**config.mk**
```make
export PLATFORM = sky130hd
export DESIGN_NAME = apu_mailbox
export DESIGN_NICKNAME = d
export VERILOG_FILES = /design/src/rtl/apu_mailbox.sv
export SDC_FILE = /design/constraint.sdc
export NUM_CORES = 1
export LEC_CHECK = 0
export CORE_AREA = 2 2 197 199
export CTS_CLUSTER_SIZE = 20
export DETAILED_ROUTE_END_ITERATION = 10
export DIE_AREA = 0 0 199 201
export GPL_ROUTABILITY_DRIVEN = 0
export PLACE_DENSITY = 0.52
export SYNTH_ARGS = -nofsm -noshare
export SYNTH_HDL_FRONTEND = slang
export SYNTH_SLANG_ARGS = --single-unit
export TNS_END_PERCENT = 5
```
**constraint.sdc**
```tcl
create_clock -name clk -period 2.5 [get_ports clk]
set_input_delay 0.375 -clock clk [delete_from_list [all_inputs] [get_ports clk]]
set_output_delay 0.375 -clock clk [all_outputs]
set_load 0.01 [all_outputs]
```
**src/rtl/apu_mailbox.sv**
```systemverilog
// ---------------------------------------------------------------------------
// apu_mailbox : host<->APU word mailbox (two FIFOs) behind a zero-wait AHB-Lite slave
// Revision    : 1.0
// ---------------------------------------------------------------------------
`default_nettype none

module apu_mailbox #(
   parameter int DEPTH = 4
) (
   input  logic        clk,
   input  logic        rst_n,
   input  logic [15:0] ahbls_haddr,
   input  logic [1:0]  ahbls_htrans,
   input  logic        ahbls_hwrite,
   input  logic [2:0]  ahbls_hsize,
   input  logic        ahbls_hready,
   output logic        ahbls_hready_resp,
   input  logic [31:0] ahbls_hwdata,
   output logic [31:0] ahbls_hrdata,
   output logic        ahbls_hresp,
   output logic        host_irq,
   output logic        apu_irq
);

   localparam int AW = $clog2(DEPTH);
   localparam logic [1:0] REG_FIFO = 2'd0;
   localparam logic [1:0] REG_STAT = 2'd1;

   typedef logic [AW:0] ptr_t;

   logic [31:0] h2a_mem [DEPTH];
   logic [31:0] a2h_mem [DEPTH];
   ptr_t        h2a_wp, h2a_rp, a2h_wp, a2h_rp;
   logic        host_unf, host_ovf, host_ien;
   logic        apu_unf, apu_ovf, apu_ien;

   logic        dp_valid, dp_view, dp_write;
   logic [1:0]  dp_reg;

   logic        h2a_empty, h2a_full, a2h_empty, a2h_full;
   ptr_t        h2a_lvl, a2h_lvl;
   logic        rx_empty, tx_full;
   logic [31:0] rx_head, stat_word;
   logic        fifo_acc, push, pop, ovf_evt, unf_evt, stat_wr;
   logic        h2a_push, h2a_pop, a2h_push, a2h_pop;
   logic        unused_bits;

   assign unused_bits = ^{ahbls_hsize, ahbls_haddr[15:9], ahbls_haddr[7:4],
                          ahbls_haddr[1:0], ahbls_htrans[0]};

   assign ahbls_hready_resp = 1'b1;
   assign ahbls_hresp       = 1'b0;

   // Wrap bit distinguishes full from empty when the index bits match
   assign h2a_empty = (h2a_wp == h2a_rp);
   assign a2h_empty = (a2h_wp == a2h_rp);
   assign h2a_full  = (h2a_wp[AW-1:0] == h2a_rp[AW-1:0]) && (h2a_wp[AW] != h2a_rp[AW]);
   assign a2h_full  = (a2h_wp[AW-1:0] == a2h_rp[AW-1:0]) && (a2h_wp[AW] != a2h_rp[AW]);
   assign h2a_lvl   = h2a_wp - h2a_rp;
   assign a2h_lvl   = a2h_wp - a2h_rp;

   assign host_irq = host_ien && !a2h_empty;
   assign apu_irq  = apu_ien && !h2a_empty;

   function automatic logic [31:0] pack_stat(input logic empty, input logic full,
                                             input ptr_t lvl, input logic unf,
                                             input logic ovf, input logic ien);
      logic [7:0] lvl8;
      lvl8 = 8'(lvl);
      return {15'b0, ien, 6'b0, ovf, unf, lvl8[3:0], 2'b0, !full, !empty};
   endfunction

   always_comb begin
      rx_empty  = 1'b1;
      tx_full   = 1'b0;
      rx_head   = '0;
      stat_word = '0;
      if (dp_view) begin
         rx_empty  = h2a_empty;
         tx_full   = a2h_full;
         rx_head   = h2a_mem[h2a_rp[AW-1:0]];
         stat_word = pack_stat(h2a_empty, a2h_full, h2a_lvl, apu_unf, apu_ovf, apu_ien);
      end else begin
         rx_empty  = a2h_empty;
         tx_full   = h2a_full;
         rx_head   = a2h_mem[a2h_rp[AW-1:0]];
         stat_word = pack_stat(a2h_empty, h2a_full, a2h_lvl, host_unf, host_ovf, host_ien);
      end
   end

   assign fifo_acc = dp_valid && (dp_reg == REG_FIFO);
   assign push     = fifo_acc && dp_write && !tx_full;
   assign ovf_evt  = fifo_acc && dp_write && tx_full;
   assign pop      = fifo_acc && !dp_write && !rx_empty;
   assign unf_evt  = fifo_acc && !dp_write && rx_empty;
   assign stat_wr  = dp_valid && dp_write && (dp_reg == REG_STAT);
   assign h2a_push = push && !dp_view;
   assign a2h_push = push && dp_view;
   assign h2a_pop  = pop && dp_view;
   assign a2h_pop  = pop && !dp_view;

   always_comb begin
      ahbls_hrdata = '0;
      if (dp_valid && !dp_write) begin
         case (dp_reg)
            REG_FIFO: ahbls_hrdata = rx_empty ? 32'h0 : rx_head;
            REG_STAT: ahbls_hrdata = stat_word;
            default:  ahbls_hrdata = '0;
         endcase
      end
   end

   always_ff @(posedge clk) begin
      if (!rst_n) begin
         dp_valid <= 1'b0;
         dp_view  <= 1'b0;
         dp_write <= 1'b0;
         dp_reg   <= '0;
         h2a_wp   <= '0;
         h2a_rp   <= '0;
         a2h_wp   <= '0;
         a2h_rp   <= '0;
         host_unf <= 1'b0;
         host_ovf <= 1'b0;
         host_ien <= 1'b0;
         apu_unf  <= 1'b0;
         apu_ovf  <= 1'b0;
         apu_ien  <= 1'b0;
      end else begin
         dp_valid <= ahbls_hready && ahbls_htrans[1];
         if (ahbls_hready && ahbls_htrans[1]) begin
            dp_view  <= ahbls_haddr[8];
            dp_write <= ahbls_hwrite;
            dp_reg   <= ahbls_haddr[3:2];
         end
         if (h2a_push) h2a_wp <= h2a_wp + 1'b1;
         if (h2a_pop)  h2a_rp <= h2a_rp + 1'b1;
         if (a2h_push) a2h_wp <= a2h_wp + 1'b1;
         if (a2h_pop)  a2h_rp <= a2h_rp + 1'b1;
         // Only one transfer per cycle, so a set and a clear never coincide
         if (!dp_view) begin
            if (unf_evt) host_unf <= 1'b1;
            if (ovf_evt) host_ovf <= 1'b1;
            if (stat_wr) begin
               if (ahbls_hwdata[8]) host_unf <= 1'b0;
               if (ahbls_hwdata[9]) host_ovf <= 1'b0;
               host_ien <= ahbls_hwdata[16];
            end
         end else begin
            if (unf_evt) apu_unf <= 1'b1;
            if (ovf_evt) apu_ovf <= 1'b1;
            if (stat_wr) begin
               if (ahbls_hwdata[8]) apu_unf <= 1'b0;
               if (ahbls_hwdata[9]) apu_ovf <= 1'b0;
               apu_ien <= ahbls_hwdata[16];
            end
         end
      end
   end

   always_ff @(posedge clk) begin
      if (rst_n && h2a_push) h2a_mem[h2a_wp[AW-1:0]] <= ahbls_hwdata;
      if (rst_n && a2h_push) a2h_mem[a2h_wp[AW-1:0]] <= ahbls_hwdata;
   end

endmodule

`default_nettype wire
```
==> summary.txt, run 1 <==
Yosys
  – Post-Synthesis Cells: 619
  – Mapped Avg Cell Area: 18.2 um^2
  – FF+latch count, synth: 283
  – Area leader, netlist: edfxtp_1
  – Top FF cell, synth: edfxtp_1
  – Sequential fraction of the synthesis area: 0.731
  – Async set-or-reset flop fraction in the synthesized netlist: 0
  – Post-synth EDFFs: 256
  – Syn Nets: 692
  – Ys Warns: 0
  – Synth top area cells: edfxtp_1, mux4_2, dfxtp_1
  – Library cells used by synthesis: 45
  – Synthesized area: 11200 um^2
  – Synth top area share: 0.683

Floorplan
  – I/O pin count: 93
  – Die W: 199 um
  – Core area: 38100 um^2
  – Die Height: 201 um
  – Initial Util: 0.295
  – Floorplan row count: 72
  – Die area: 40000 um^2

Critical path
  – Worst-path fanout max: 4
  – Critical path cell sequence: inv_2 -> ha_4 -> and2_4 -> buf_4 -> a211oi_4 -> a32o_2 -> dlygate4sd2_1
  – Max incr delay on CP: 0.34 ns
  – CP endpoint kind: primary output
  – Reg2Reg Depth: 7
  – R2r setup slk: 0.29 ns
  – Worst Setup Start Kind: flop
  – Slowest CP cell: dfxtp_2
  – Crit path depth: 7
  – Worst path top cell family by delay: buffers and inverters
  – Worst Path Buf+Inv: 3
  – Crit path arrival time: 2.24 ns
  – CP Class: reg2out
  – Data required, critical path: 2.12 ns

Clock tree
  – CTS buffer count: 31
  – Max clock buf depth: 3
  – Skew-Pair Late Insertion Delay: 0.56 ns
  – CTS tree: done
  – Clock Sinks: 283
  – Reg clk slew, reported paths: 0.06 ns
  – H-tree depth: 1
  – # hold bufs at CTS: 0
  – CTS Root Buffer Type: clkbuf_16

Layout
  – Commonest non-fill, non-tap cells in the layout: edfxtp_1, nand2_1, mux4_2
  – Final Non-Filler Cells: 1314
  – Fillers: 3514
  – Post-layout util: 0.377
  – Area occupied by multi-input gates: 3110 um^2
  – Final Net Count: 846
  – Commonest non-fill, non-tap cell in the layout: edfxtp_1
  – Register area: 8250 um^2
  – Ant diodes: 0
  – Layout cells sized above 1: 0.361
  – Area growth syn-to-layout: 27.9%

GRT
  – Global Route Usage Sum: 0.132
  – Initial antenna violation count: 1
  – Largest net degree at the start of global routing: 33
  – First-pass GRT wire length: 39.3 mm
  – Vias in the first global route: 6206
  – Gr ovfl total: 0

Place
  – Place WS: -0.242 ns
  – Placed insts: 1249
  – DP Wirelength: 16.1 mm
  – IO buf count: 73

STA
  – Skew final: 0.0159 ns
  – # setup viols final: 29
  – Crit share post-route: 1.05
  – Fin worst setup slack: -0.117 ns
  – Final Hold Viols: 0
  – Setup Total Neg Slack: -2.15 ns
  – Max Fclk: 0.382 GHz
  – RSZ-0062 raised after global routing: yes
  – Period minus WS final: 2.62 ns
  – Min Hold Slack: 0.403 ns
  – Max-slew violation count: 0

Routing
  – DR top layer: met5
  – ANT nets after route: 0
  – Wire length on met3: 1.18 mm
  – DRC errors left: 0
  – Wire length on met1: 12.0 mm
  – Met2 wire length: 12.3 mm
  – DR vias: 5976
  – Starting DRT DRC Count: 295
  – Drt total wl: 25.9 mm
  – Initial DRT Pass Iterations: 4
  – Via density per instance: 4.55
  – Wire length per cell: 19.7 um

Worst hold path
  – Hold depth: 3
  – Hold Crit Class: in2reg

Run status
  – Status: finished, violations left
  – Failing checks: setup timing

Power
  – PD cells: 656 nW/um^2
  – Maximum VDD drop: 522 uV
  – Pleak: 4.71 nW

Job
  – Maxcap violations: 0
[tightest hold or removal path: stages]
cell             delay, ns
clkdlybuf4s50_1       0.40
nand3_1               0.07
a21boi_0              0.07
[through the flow]
step / area [um^2] / total power [mW]
after floorplan: 11300 / 5.32
after global placement: 13200 / 5.47
after detailed placement: 13200 / 5.47
after CTS: 14300 / 9.56
after global routing: 14400 / 9.77
final: 14400 / 9.44
[timing repair]
item / 4_1_cts / 5_1_grt
endpoints found under the setup margin: 34 / 34
pin swaps: 12 / 4
cloned: 1 / 0
resized for setup: 181 / 14
buffers inserted: 5 / 4
[path summary, 6_finish.rpt]
check	from	endpoint
worst max register to register	a2h_rp[1]	a2h_mem[0][26]
worst max-delay path	a2h_rp[1]	ahbls_hrdata[30]
worst min register to register	apu_ien	apu_ien
worst min-delay path	ahbls_haddr[2]	dp_reg[0]
[power by group]
group	total [mW]	switching, mW	internal, mW	leakage, nW
combinational	0.212	0.123	0.0892	1.74
clock	4.06	1.80	2.26	0.444
sequential	5.17	0.00862	5.16	2.53
[logic make-up (layout without fill, tap and decap cells)]
kind of cell / count (synthesis) / count (layout) / share of synthesized area
other: 2 / 2 / 0.000668
DFF: 283 / 283 / 0.731
and+or+nand+nor: 117 / 117 / 0.0487
xor gates and xnor gates: 10 / 10 / 0.00845
adders and majority gates: 16 / 16 / 0.0191
buffers and inverters: 40 / 217 / 0.0155
AOI/OAI and AO/OA: 71 / 71 / 0.0415
muxes: 80 / 80 / 0.135
[area by class of cell]
class                           instances  share of cell area
Tap cell                              518              0.0451
Clock inverter                         19             0.00696
Inverter                                9             0.00235
Sequential cell                       283               0.574
Clock buffer                           37              0.0555
Timing Repair Buffer                  152               0.100
Multi-Input combinational cell        296               0.216
[synth_stat cells, types with 2 or more instances]
master / count
edfxtp_1: 256
nand2_1: 71
mux4_2: 57
a21oi_1: 32
dfxtp_1: 27
mux2i_1: 22
clkbuf_1: 16
ha_1: 14
buf_2: 13
o22ai_1: 12
nand3_1: 10
and2_1: 9
and3_1: 9
inv_1: 8
xnor2_1: 7
o21ai_0: 6
a21boi_0: 5
nand2b_1: 4
nor2_1: 4
o221a_2: 4
nor3_1: 3
buf_4: 2
conb_1: 2
fa_1: 2
o21a_1: 2
o32ai_1: 2
xor2_1: 2
[per-layer routing]
metal / GRT usage / vias to the layer above
li1: - / 2762
met1: 0.181 / 3066
met2: 0.218 / 111
met3: 0.0250 / 35
met4: 0.0301 / 2
met5: 0 / -
Note: power is estimated with default switching activity, not from simulation.
==> run 2, diff against run 1 <==
--- a/config.mk
+++ b/config.mk
@@ -11,6 +11,7 @@
 export DIE_AREA = 0 0 199 201
 export GPL_ROUTABILITY_DRIVEN = 0
 export PLACE_DENSITY = 0.52
+export SLEW_MARGIN = 15
 export SYNTH_ARGS = -nofsm -noshare
 export SYNTH_HDL_FRONTEND = slang
 export SYNTH_SLANG_ARGS = --single-unit
==> results of run 2 <==
No change in the layout: final DEF, timing and power equal those of run 1.
==> run 3, diff against run 2 <==
--- a/config.mk
+++ b/config.mk
@@ -11,6 +11,7 @@
 export DIE_AREA = 0 0 199 201
 export GPL_ROUTABILITY_DRIVEN = 0
 export PLACE_DENSITY = 0.52
+export REMOVE_ABC_BUFFERS = 1
 export SLEW_MARGIN = 15
 export SYNTH_ARGS = -nofsm -noshare
 export SYNTH_HDL_FRONTEND = slang
==> run 3 against run 2 <==
Compared with the run above:
- the run still ends with setup timing left
- worst hold slack improved by 0.0030 ns
- combinational power is 3% higher
- maximum frequency fell by 4.7%
- non-clock buffer count up 6
- core utilization grew 0.51 points
- die area stayed put
- first-iteration DRC count increased by 25%
- cell count increased by 0.30%
- largest power group unchanged
==> summary.txt, run 3 (synthesized netlist as in run 1, its figures left out) <==
Run status
  – Status: finished, violations left (unchanged)
  – Failing checks: setup timing (unchanged)

GRT
  – Gr ovfl total: 0 (unchanged)
  – Vias in the first global route: 6298 (was 6206)
  – Initial antenna violation count: 1 (unchanged)
  – Largest net degree at the start of global routing: 33 (unchanged)
  – Global Route Usage Sum: 0.135 (was 0.132)
  – First-pass GRT wire length: 40.0 mm (was 39.3 mm)

Floorplan
  – I/O pin count: 93 (unchanged)
  – Floorplan row count: 72 (unchanged)
  – Die Height: 201 um (unchanged)
  – Initial Util: 0.295 (unchanged)
  – Die area: 40000 um^2 (unchanged)
  – Die W: 199 um (unchanged)
  – Core area: 38100 um^2 (unchanged)

Routing
  – DR top layer: met5 (unchanged)
  – Starting DRT DRC Count: 370 (was 295)
  – Initial DRT Pass Iterations: 4 (unchanged)
  – Wire length on met3: 1.08 mm (was 1.18 mm)
  – DR vias: 6096 (was 5976)
  – Drt total wl: 27.3 mm (was 25.9 mm)
  – Met2 wire length: 13.5 mm (was 12.3 mm)
  – ANT nets after route: 0 (unchanged)
  – Wire length on met1: 12.3 mm (was 12.0 mm)
  – Via density per instance: 4.63 (was 4.55)
  – DRC errors left: 0 (unchanged)
  – Wire length per cell: 20.7 um (was 19.7 um)

Critical path
  – Worst Setup Start Kind: flop (unchanged)
  – Critical path cell sequence: inv_2 -> ha_4 -> nand2_2 -> o21a_1 -> o21ai_4 -> buf_12 -> clkbuf_16 -> buf_6 -> a21oi_2 -> buf_4 (was inv_2 -> ha_4 -> and2_4 -> buf_4 -> a211oi_4 -> a32o_2 -> dlygate4sd2_1)
  – Setup crit start: h2a_wp[0] (was a2h_rp[1])
  – CP Class: reg2out (unchanged)
  – Slowest CP cell: dfxtp_2 (unchanged)
  – Worst-path fanout max: 5 (was 4)
  – CP endpoint kind: primary output (unchanged)
  – Data required, critical path: 2.12 ns (about the same)
  – Max incr delay on CP: 0.33 ns (was 0.34 ns)
  – Crit path arrival time: 2.37 ns (was 2.24 ns)
  – Critical R2R Launch: a2h_rp[1] (unchanged)
  – Worst path top cell family by delay: buffers and inverters (unchanged)
  – Worst Path Buf+Inv: 5 (was 3)

Worst hold path
  – Hold Crit Class: in2reg (unchanged)
  – HP Start: ahbls_haddr[2] (unchanged)

Power
  – Sw Ratio: 0.199 (was 0.204)
  – Comb pwr share: 0.022 (about the same)
  – Clock power share: 0.447 (was 0.430)
  – Pleak: 4.76 nW (was 4.71 nW)
  – Sequential share of power: 0.530 (was 0.547)
  – Internal Power: 7.80 mW (was 7.51 mW)
  – Switch Pwr: 1.93 mW (about the same)
  – Maximum VDD drop: 416 uV (was 522 uV)
  – PD cells: 668 nW/um^2 (was 656 nW/um^2)
  – Pwr Total: 9.74 mW (was 9.44 mW)

STA
  – Fin worst setup slack: -0.247 ns (was -0.117 ns)
  – Max Fclk: 0.364 GHz (was 0.382 GHz)
  – Setup Total Neg Slack: -3.81 ns (was -2.15 ns)
  – Crit share post-route: 1.10 (was 1.05)
  – Max-slew violation count: 0 (unchanged)
  – Min Hold Slack: 0.406 ns (was 0.403 ns)
  – Period minus WS final: 2.75 ns (was 2.62 ns)
  – RSZ-0062 raised after global routing: yes (unchanged)
  – # setup viols final: 30 (was 29)
  – Final Hold Viols: 0 (unchanged)
  – Skew final: 0.0287 ns (was 0.0159 ns)

Clock tree
  – CTS tree: done (unchanged)
  – Skew-Pair Late Insertion Delay: 0.55 ns (was 0.56 ns)
  – Max clock buf depth: 3 (unchanged)
  – Reg clk slew, reported paths: 0.06 ns (about the same)
  – H-tree depth: 1 (unchanged)
  – CTS Root Buffer Type: clkbuf_16 (unchanged)
  – Clock Sinks: 283 (unchanged)
  – CTS buffer count: 30 (was 31)

Layout
  – Final Non-Filler Cells: 1318 (was 1314)
  – Commonest non-fill, non-tap cells in the layout: edfxtp_1, nand2_1, mux4_2 (unchanged)
  – Final Instance Area: 14600 um^2 (was 14400 um^2)
  – Area growth syn-to-layout: 29.6% (was 27.9%)
  – Layout cells sized above 1: 0.360 (was 0.361)
  – Fillers: 3500 (was 3514)
  – Final Net Count: 851 (was 846)
  – Commonest non-fill, non-tap cell in the layout: edfxtp_1 (unchanged)

Place
  – Cell Area, Placed: 13300 um^2 (was 13200 um^2)
  – IO buf count: 73 (unchanged)
  – DP Wirelength: 16.7 mm (was 16.1 mm)
  – Placed insts: 1250 (was 1249)

Job
  – Maxcap violations: 0 (unchanged)
==> run 3: final cells by class <==
type | instances | area (um^2) | area share
Antenna cell | 1 | 2.50 | 0.000172
Clock buffer | 35 | 791 | 0.0542
Clock inverter | 18 | 174 | 0.0119
Inverter | 9 | 33.8 | 0.00232
Timing Repair Buffer | 158 | 1600 | 0.109
Multi-Input combinational cell | 296 | 3090 | 0.212
Tap cell | 518 | 648 | 0.0445
Sequential cell | 283 | 8250 | 0.566
==> run 3: final timing paths <==
kind	slack (ns)	cells past startpoint	to
max	-0.25	10	ahbls_hrdata[29]
min	0.41	3	dp_reg[0]
min reg2reg	0.50	2	dp_reg[0]
max reg2reg	0.24	7	a2h_mem[1][24]
==> run 3: tightest hold or removal path, cell delays in order <==
cell and delay [ns]:
clkdlybuf4s50_1 0.41, nand3_1 0.07, a21boi_0 0.06
==> run 3: metrics by stage <==
step | setup WS, ns | util
after floorplan | -0.865 | -
after global placement | -0.109 | 0.349
after detailed placement | -0.125 | 0.349
after CTS | -0.332 | 0.377
after global routing | -0.325 | 0.383
final | -0.247 | 0.383
==> run 3: layer usage <==
| metal | track usage | vias up |
|---|---|---|
| li1 | - | 2771 |
| met1 | 0.186 | 3162 |
| met2 | 0.223 | 122 |
| met3 | 0.0212 | 39 |
| met4 | 0.0322 | 2 |
| met5 | 0 | - |
==> run 3: power groups by stage <==
stage	Combinational [mW]	Clock, mW	Sequential (mW)
finish	0.218	4.36	5.16
global placement	0.210	0	5.27
floorplan	0.0390	0	5.27
global route	0.238	4.63	5.16
detailed placement	0.213	0	5.27
CTS	0.217	4.46	5.16
==> run 3: timing repair <==
item / CTS / global route
gates cloned: 0 / 3
hold buffers: 0 / 0
setup buffers: 1 / 11
gates resized for setup: 137 / 52
endpoints found under the setup margin: 34 / 33
pin swaps: 4 / 6
